**config.mk**
```make
export PLATFORM = sky130hd
export DESIGN_NAME = uart_bus_bridge
export DESIGN_NICKNAME = d
export VERILOG_FILES = /design/src/rtl/uart_bus_bridge.sv
export SDC_FILE = /design/constraint.sdc
export NUM_CORES = 1
export LEC_CHECK = 0
export BUFFER_PORTS_ARGS = -buffer_cell sky130_fd_sc_hd__buf_2
export CAP_MARGIN = 20
export CORE_ASPECT_RATIO = 0.5
export CORE_UTILIZATION = 45
export CTS_BUF_LIST = sky130_fd_sc_hd__clkbuf_8
export CTS_CLUSTER_SIZE = 40
export DETAILED_ROUTE_END_ITERATION = 7
export PLACE_DENSITY = 0.71
export SLEW_MARGIN = 10
export SYNTH_ARGS = -nofsm -noshare
export SYNTH_HDL_FRONTEND = slang
export SYNTH_SLANG_ARGS = --single-unit
```
**constraint.sdc**
```tcl
create_clock -name clk -period 5.65 [get_ports clk]
set_input_delay 0.565 -clock clk [delete_from_list [all_inputs] [get_ports clk]]
set_output_delay 0.565 -clock clk [all_outputs]
set_load 0.1 [all_outputs]
```
**src/rtl/uart_bus_bridge.sv**
```systemverilog
// uart_bus_bridge: parses host read/write packets from UART bytes and runs one 32-bit req/ack bus transaction each
module uart_bus_bridge #(
    parameter int RX_TIMEOUT  = 1000000,
    parameter int BUS_TIMEOUT = 255
) (
    input  logic        clk,
    input  logic        rst,
    input  logic        uart_received,
    input  logic [7:0]  uart_rx_byte,
    input  logic        uart_recv_error,
    output logic        uart_transmit,
    output logic [7:0]  uart_tx_byte,
    input  logic        uart_is_transmitting,
    output logic        bus_req,
    output logic        bus_we,
    output logic [31:0] bus_addr,
    output logic [31:0] bus_wdata,
    input  logic        bus_ack,
    input  logic [31:0] bus_rdata,
    output logic        busy,
    output logic        rx_overrun
);
    localparam int RW = $clog2(RX_TIMEOUT + 1);
    localparam int BW = $clog2(BUS_TIMEOUT + 1);
    typedef enum logic [2:0] {IDLE, ADDR, WDATA, BUS, RESP, RESP_WAIT} state_t;
    state_t state, state_n;
    logic [RW-1:0] rx_timer;
    logic [BW-1:0] bus_timer;
    logic [1:0]    cnt;
    logic [31:0]   resp;
    logic [2:0]    resp_left;
    logic          rx_ok, in_pkt, rx_expire, bus_expire, is_op;
    assign rx_ok      = uart_received && !uart_recv_error;
    assign in_pkt     = state == ADDR || state == WDATA;
    assign rx_expire  = in_pkt && !uart_received && rx_timer == RW'(RX_TIMEOUT - 1);
    assign bus_expire = bus_timer == BW'(BUS_TIMEOUT - 1);
    assign is_op      = uart_rx_byte == 8'h57 || uart_rx_byte == 8'h52;
    assign bus_req    = state == BUS;
    assign busy       = state != IDLE;
    always_comb begin
        state_n = state;
        case (state)
            IDLE:      if (rx_ok) state_n = is_op ? ADDR : RESP;
            ADDR:      if (uart_recv_error || rx_expire) state_n = IDLE;
                       else if (rx_ok && cnt == 2'd3) state_n = bus_we ? WDATA : BUS;
            WDATA:     if (uart_recv_error || rx_expire) state_n = IDLE;
                       else if (rx_ok && cnt == 2'd3) state_n = BUS;
            BUS:       if (bus_ack || bus_expire) state_n = RESP;
            RESP:      if (!uart_is_transmitting) state_n = RESP_WAIT;
            // cnt==2 skips the pulse cycle and the cycle before the UART reports busy
            RESP_WAIT: if (cnt == 2'd2 && !uart_is_transmitting) state_n = resp_left != 3'd0 ? RESP : IDLE;
            default:   state_n = IDLE;
        endcase
    end
    always_ff @(posedge clk) begin
        if (rst) begin
            state         <= IDLE;
            uart_transmit <= 1'b0;
            uart_tx_byte  <= 8'h00;
            bus_we        <= 1'b0;
            bus_addr      <= 32'h0;
            bus_wdata     <= 32'h0;
            rx_overrun    <= 1'b0;
            rx_timer      <= '0;
            bus_timer     <= '0;
            cnt           <= 2'd0;
            resp          <= 32'h0;
            resp_left     <= 3'd0;
        end else begin
            state         <= state_n;
            uart_transmit <= 1'b0;
            rx_overrun    <= rx_ok && (state == BUS || state == RESP || state == RESP_WAIT);
            rx_timer      <= (uart_received || !in_pkt) ? '0 : rx_timer + 1'b1;
            bus_timer     <= state == BUS ? bus_timer + 1'b1 : '0;
            case (state)
                IDLE: if (rx_ok) begin
                    bus_we    <= uart_rx_byte == 8'h57;
                    cnt       <= 2'd0;
                    resp      <= {8'h3F, 24'h0};
                    resp_left <= 3'd1;
                end
                ADDR: if (rx_ok) begin
                    bus_addr <= {bus_addr[23:0], uart_rx_byte};
                    cnt      <= cnt + 2'd1;
                end
                WDATA: if (rx_ok) begin
                    bus_wdata <= {bus_wdata[23:0], uart_rx_byte};
                    cnt       <= cnt + 2'd1;
                end
                BUS: if (bus_ack) begin
                    resp      <= bus_we ? {8'h4B, 24'h0} : bus_rdata;
                    resp_left <= bus_we ? 3'd1 : 3'd4;
                end else if (bus_expire) begin
                    resp      <= {8'h45, 24'h0};
                    resp_left <= 3'd1;
                end
                RESP: if (!uart_is_transmitting) begin
                    uart_transmit <= 1'b1;
                    uart_tx_byte  <= resp[31:24];
                    resp          <= {resp[23:0], 8'h00};
                    resp_left     <= resp_left - 3'd1;
                    cnt           <= 2'd0;
                end
                RESP_WAIT: if (cnt != 2'd2) cnt <= cnt + 2'd1;
                default: ;
            endcase
        end
    end
endmodule

```
Yosys cells after proc, flatten, opt, wreduce, memory -nomap -nowiden
Index checks and enable logic that the tools add are counted.

Memories: 0. Output and inout bits: 77. Word-level logic and storage cells: 103. Register bits: 143. Bits of input ports: 46. Memory bits (read-only): 0. Bits in writable memories: 0. Bits in latches: 0.

Equal/unequal tests: 21. Multiply operators: 0. $lt $le $gt $ge: 0. Div/mod/pow operators: 0. Reduce and logical (&&, ||, !) cells: 33. Shift-type cells: 0. Muxes and demuxes: 30. Bitwise logic cells: 3. Add/subtract/negate cells: 4.

Operators by type and width (number): $mux 32 (5); $pmux 32 s3 (1); $mux 3 (15); $add 20x1->20 const B (1); $eq 20x20->1 const B (1); $pmux 3 s6 (1); $eq 8x7->1 const B (2); $ne 3x1->1 const B (3); $pmux 3 s3 (1); $reduce_bool 3->1 (3); $add 8x1->8 const B (1); $eq 8x8->1 const B (1); $mux 2 (4); $ne 2x2->1 const B (4); $pmux 2 s4 (1); $reduce_and 2->1 (4); $reduce_or 2->1 (4); $logic_or 1x1->1 (7); $eq 3x2->1 const B (2); $eq 3x3->1 const B (2); $logic_and 1x1->1 (6); $ne 2x1->1 const B (3); $reduce_and 6->1 (1); $reduce_and 5->1 (1); other kinds (10) (17).

Longest topological paths before layout
Gate-level depths: netlist of the first run.

Depth after elaboration: 7. Gate-level depth with buffers: 9. Gate-level depth less buffers: 7.

Worst setup path before layout of the first run
Ideal clock, no wire load.

Path kind: register to register. From: register state[2]. To: register resp[0]. Period minus slack after synthesis: 2.136 ns. Setup time: 0.128 ns. Data required time: 5.522 ns. Slack: 3.514 ns. Cell stages (with the launch flop): 9. Arrival time: 2.008 ns. Path buffers: 2. Cells stage by stage: dfxtp_1 -> nand3b_2 -> inv_2 -> nor2_1 -> or3_4 -> buf_6 -> buf_6 -> a22oi_2 -> nor2_1.

Word-level cells in the longest chain between the ends: 3. Elaborated cells on any way between the ends: 9. Classes of those cells: eq/ne (5); mux (1); reduce/logical (3).

Ends and longest elaborated chain: from (decl) (RTL line 26) `state_t state, state_n;`; from (signal assigned) (RTL line 70) `state <= state_n;`; $eq 3x2->1 *; net bus_req (RTL line 14) `output logic bus_req,`; $ne 3x1->1 (no line) / $reduce_bool 3->1 (equally long branches); $reduce_and 4->1 (no line); to (signal assigned) (RTL line 79) `resp <= {8'h3F, 24'h0};`; to (signal assigned) (RTL line 91) `resp <= bus_we ? {8'h4B, 24'h0} : bus_rdata;`; to (signal assigned) (RTL line 94) `resp <= {8'h45, 24'h0};`; to (decl) (RTL line 30) `logic [31:0] resp;`.

Mark *: on every way through the listed nets, which the timed path passes. The rest lies on a longest branch. A chain may end at the register's enable or synchronous reset.

Final worst setup path of the first run
From: register state[0]. To: output port bus_req.

Word-level cells in the longest chain between the ends: 1.

Ends and longest elaborated chain: $eq 3x2->1 (RTL line 38) `assign bus_req = state == BUS;`; to (decl) (RTL line 14).

No other way between the ends.

==> results.toml, run 1 <==
[die]
dieArea_sq_um = 13300
fp.dieH_microns = 82.0
num_rows = 28
start_util_pct = 47.5
dieWidth_microns = 162
pin_count = 123
coreArea_sq_um = 12100

[layout]
fin_nets = 851
final_common_cell = "nand2_1"
most-common-layout-cells = "nand2_1 (160), dfxtp_1 (143), buf_2 (121)"
diodes = 0
stdcell_count = 976
fin_area_sq_um = 6880
area_delta_synth_final_pct = 19.6
drive_above_1_share_pct = 21.7

[route]
wl_microns = 12700
first_pass_iters = 4
wl_per_cell_microns = 13.1
vias = 4988
antenna_left = 0
drtIter0Drc = 446
via_per_inst = 5.11
drc = 0

[clock_tree]
clock_sinks = 143
cts_setup_buffers = 0
clk_path_buf_depth = 2
numCtsBuffers = 17
root_buffer = "clkbuf_8"
h-tree-depth = 4
post_cts_resize_count = 0
clk_latency_ps = 440
cts_tree = "built"
clk_pin_slew_ps = 90
ctsHoldBuffers = 0

[power_and_ir_drop]
powerDensity_nw_per_um2 = 337
leakage_nw = 2.62
seq_power_share_pct = 47.7
p_clk_share_pct = 37.7
vdd_drop_max_v = 0.000153
p_comb_share_pct = 14.6
internal_power_w = 0.00163
power.total_w = 0.00232
switching_power_w = 0.000686
switching_share_pct = 29.6

[critical_path]
critical_path_class = "reg -> out"
crit_required_ps = 5090
rrSetupSlack_ps = 3240
end_kind = "output port"
cp_max_fo = 14
r2r-start = "state[2]$_SDFFE_PP0P_"
r2r_end = "resp[25]$_SDFFE_PP0P_"
start_kind = "flop"
rr_worst_depth = 6
arrival_ps = 1980

[global_routing]
antenna_found_initial = 0
grtUsageTotal_pct = 19.6
overflow = 0
grt_pass1_wl_microns = 20700
grt_pass1_vias = 4377
grt_start_max_net_pins = 64

[logic_synthesis]
synth.area.top_cells = "dfxtp_1 (50%), nand2_1 (10%), a21oi_1 (7.5%), nor2_1 (4.6%), a221oi_1 (2.6%)"
ys.flop_type = "dfxtp_1"
synth_edf_count = 0
syn_nets = 749
synth_area_per_cell_sq_um = 8.27
ys_types = 50
syn-cell-area_sq_um = 5750
synth_top_cell_area_share_pct = 49.7
yosysSeqAreaShare_pct = 49.7
yosys.area.top_type = "dfxtp_1"
ys_ff_latch = 143
synth_warnings = 0
syn_inst = 696
async_flop_share_pct = 0

[timing]
final_max_slew_viol_count = 0
fmax_ghz = 0.394
rsz0062_at_grt = "false"
period_minus_slack_ps = 2540
clock_skew_ps = 14.1
period_share_pct = 45.0
hold_viol_final = 0
setup_tns_ps = 0
worst_pin_slew_ps = 1040
relSlewSlack_pct = 30.2
whs_ps = 353
setup_viol = 0

[place]
dp_cells = 942
portBuffers = 122
place_area_sq_um = 6420
place_hpwl_microns = 8460
gp_congestion = 0.786

[min_path]
min_from = "bus_rdata[5]"
whs_endpoint = "resp[5]$_SDFFE_PP0P_"
min_path_cells = 3
hold_class = "in -> reg"

[run_status]
status = "finished clean"

[job]
maxCapViolations = 0
==> layer usage <==
metal	track usage (%)	wire length, microns	up-vias	share of wire, %
met5	0	0	-	0
met4	7.08	109	0	0.86
met3	5.66	648	10	5.1
met2	30.8	5590	105	44
met1	25.7	6390	2286	50
li1	-	-	2587	-
==> cells in the mapped netlist, types with 3 or more instances <==
library cell and number:
a211oi_1 4, a21oi_1 86, a221oi_1 17, a22oi_2 8
a311oi_1 4, and2_1 3, and3_1 4, buf_2 5
clkbuf_1 38, dfxtp_1 143, ha_1 7, inv_1 10
mux2i_1 3, nand2_1 160, nand2b_1 6, nand3_1 13
nand4_1 6, nor2_1 71, nor3_1 27, nor3b_1 3
nor4_1 4, o211ai_1 4, o21ai_0 12, or3_1 6
xnor2_1 11, xor2_1 11
==> cells by family after synthesis <==
family,Yosys count,share of synthesized area [%]
simple gates,319,24.7
compound gates,146,16.1
flops,143,49.8
buf+inv,56,4.02
xor+xnor,22,3.35
fa+ha+maj,7,1.52
mux,3,0.522
==> how the worst max path moves through the flow <==
stage | start | to | slack [ps] | cells after the start
final | state[0]$_SDFFE_PP0P_ | bus_req | 3110 | 3
after global routing | state[0]$_SDFFE_PP0P_ | bus_req | 2940 | 3
after CTS | state[0]$_SDFFE_PP0P_ | bus_req | 3100 | 3
after detailed placement | uart_recv_error | resp_left[2]$_SDFFE_PP0P_ | 3090 | 6
after global placement | uart_recv_error | resp_left[2]$_SDFFE_PP0P_ | 3080 | 6
after floorplan | state[2]$_SDFFE_PP0P_ | resp[0]$_SDFFE_PP0P_ | 3510 | 8
==> final cells by class <==
type,count,area (sq um)
multi-input cells,497,2670
fillers,1163,5240
flip-flops and latches,143,2860
well taps,165,206
repair buffers,128,673
inverters,11,41.3
clock buffers,18,248
clock inverters,14,183
==> worst max-delay path: stages, from the launching register on <==
cell and delay, ps:
dfxtp_1 650, nand3b_2 240, inv_2 200, buf_2 460
==> through the flow <==
step | util [%] | worst slack (ps)
4_1_cts | 56.5 | 3100
5_1_grt | 56.8 | 2940
3_3_place_gp | 53.0 | 3080
3_5_place_dp | 53.0 | 3090
2_1_floorplan | - | 3510
6_report | 56.8 | 3110
==> power by group through the flow <==
stage / Combinational, W / Sequential, W / Clock, W
detailed placement: 0.000338 / 0.00113 / 0
CTS: 0.000339 / 0.00110 / 0.000897
global placement: 0.000334 / 0.00113 / 0
finish: 0.000338 / 0.00110 / 0.000874
floorplan: 0.000248 / 0.00115 / 0
global route: 0.000376 / 0.00111 / 0.000947
==> registers in the layout (all words and copies together), names as in the netlist <==
signal,count
bus_addr,32
bus_timer,8
bus_wdata,32
bus_we,1
cnt,2
resp,32
resp_left,3
rx_overrun,1
rx_timer,20
state,3
uart_transmit,1
uart_tx_byte,8
Power figures use the tool's default switching activity.
==> run 2: changes to the inputs <==
Clock period 5.65 ns to 2.7 ns, I/O delays scaled along.
==> run 2 against run 1 <==
Effect of this change:
- final area down 0.27%
- wire length grew 0.93%
- power grew 100%
- register-to-register slack got worse by 2900 ps
- sequential share of layout area increased by 0.11 points
- worst setup slack got worse by 2700 ps
==> results.toml, run 2 (synthesized netlist as in run 1, its figures left out) <==
[global_routing]
overflow = 0
grt_start_max_net_pins = 63
grt_pass1_vias = 4335
grtUsageTotal_pct = 19.7
grt_pass1_wl_microns = 20800
antenna_found_initial = 0

[power_and_ir_drop]
powerDensity_nw_per_um2 = 687
leakage_nw = 2.61
vdd_drop_max_v = 0.000270

[critical_path]
critical_path_class = "reg -> reg"
cp_slowest_cell = "dfxtp_1"
crit_cells = 6
end_kind = "flop"
start_kind = "flop"
cp_cell_sequence = "nand3b_2 -> inv_2 -> o211a_1 -> or3_4 -> a21oi_2 -> a311oi_1"
arrival_ps = 2600
rr_worst_depth = 6
crit_family = "simple AND/OR/NAND/NOR gates"
crit_required_ps = 2990
max_stage_delay_ps = 590
cp_max_fo = 29
path_buf_inv = 1

[route]
drtIter0Drc = 413
wl_microns = 12900
via_per_inst = 5.14
vias = 5036
drc = 0
first_pass_iters = 4
wl_per_cell_microns = 13.1
antenna_left = 0

[layout]
drive_above_1_share_pct = 22.1
fin_nets = 854
most-common-layout-cells = "nand2_1 (160), dfxtp_1 (143), buf_2 (121)"
stdcell_count = 979
area_delta_synth_final_pct = 19.3
num-fill-cells = 1147
diodes = 0
reg.largest.list = "bus_addr (32), bus_wdata (32), resp (32)"
final_common_cell = "nand2_1"

[clock_tree]
clk_latency_ps = 440
cts_setup_buffers = 0
ctsHoldBuffers = 0
numCtsBuffers = 17
root_buffer = "clkbuf_8"
clk_path_buf_depth = 2
clk_pin_slew_ps = 90
clock_sinks = 143
post_cts_resize_count = 0
cts_tree = "built"
h-tree-depth = 4

[die]
fp.dieH_microns = 82.0
pin_count = 123
coreArea_sq_um = 12100
num_rows = 28
dieWidth_microns = 162
dieArea_sq_um = 13300
start_util_pct = 47.5

[job]
maxCapViolations = 0

[timing]
worst_pin_slew_ps = 662
setup_viol = 0
clock_skew_ps = 16.0
rsz0062_at_grt = "false"
period_minus_slack_ps = 2320
fmax_ghz = 0.432
hold_viol_final = 0
period_share_pct = 85.8
relSlewSlack_pct = 55.8
final_max_slew_viol_count = 0
setup_slack_ps = 384
setup_tns_ps = 0

[place]
portBuffers = 122
dp_cells = 947
place_hpwl_microns = 8430
pre_cts_slack_ps = 444
gp_congestion = 0.846

[run_status]
status = "finished clean"

[min_path]
min_path_cells = 3
hold_class = "in -> reg"
run 2: power by group:
| group | leakage (nW) | total, W | switching, W | internal (W) |
|---|---|---|---|---|
| Combinational | 1.26 | 0.000726 | 0.000492 | 0.000234 |
| Sequential | 1.16 | 0.00230 | 0.0000778 | 0.00223 |
| Clock | 0.194 | 0.00168 | 0.000900 | 0.000782 |
run 2: through the flow:
step           cell area (sq um)  utilization [%]  hold WS [ps]  total power [W]
3_3_place_gp                6470             53.4           437          0.00307
4_1_cts                     6860             56.6          33.7          0.00476
5_1_grt                     6860             56.6          51.1          0.00494
6_report                    6860             56.6          55.1          0.00471
2_1_floorplan               5750                -           347          0.00292
3_5_place_dp                6470             53.4           444          0.00308
run 2: cell type report:
cell class,count,area (sq um),area share (%)
clock buffer,18,248,3.61
clock inverter,14,144,2.10
inverter,11,41.3,0.602
multi-input combinational,497,2670,38.9
sequential,143,2860,41.7
tap,165,206,3.01
timing repair buffer,131,693,10.1
run 2: final timing paths:
check	startpoint	end	slack (ps)
worst max-delay path	state[2]$_SDFFE_PP0P_	resp[24]$_SDFFE_PP0P_	380
worst min-delay path	bus_rdata[3]	resp[3]$_SDFFE_PP0P_	60
worst max register to register	state[2]$_SDFFE_PP0P_	resp[24]$_SDFFE_PP0P_	380
worst min register to register	resp[28]$_SDFFE_PP0P_	uart_tx_byte[4]$_SDFFE_PP0P_	450
run 2: layer usage:
layer  routed length (microns)  vias up  global-route usage [%]
met1                      6470     2303                    27.0
met4                       161        0                    8.40
met5                         0        -                       0
met2                      5650      126                    30.0
li1                          -     2591                       -
met3                       574       16                    4.39
run 2: tightest hold or removal path, cell delays in order:
cell and delay, ps:
buf_2 80, a22oi_2 50, nor2_1 70
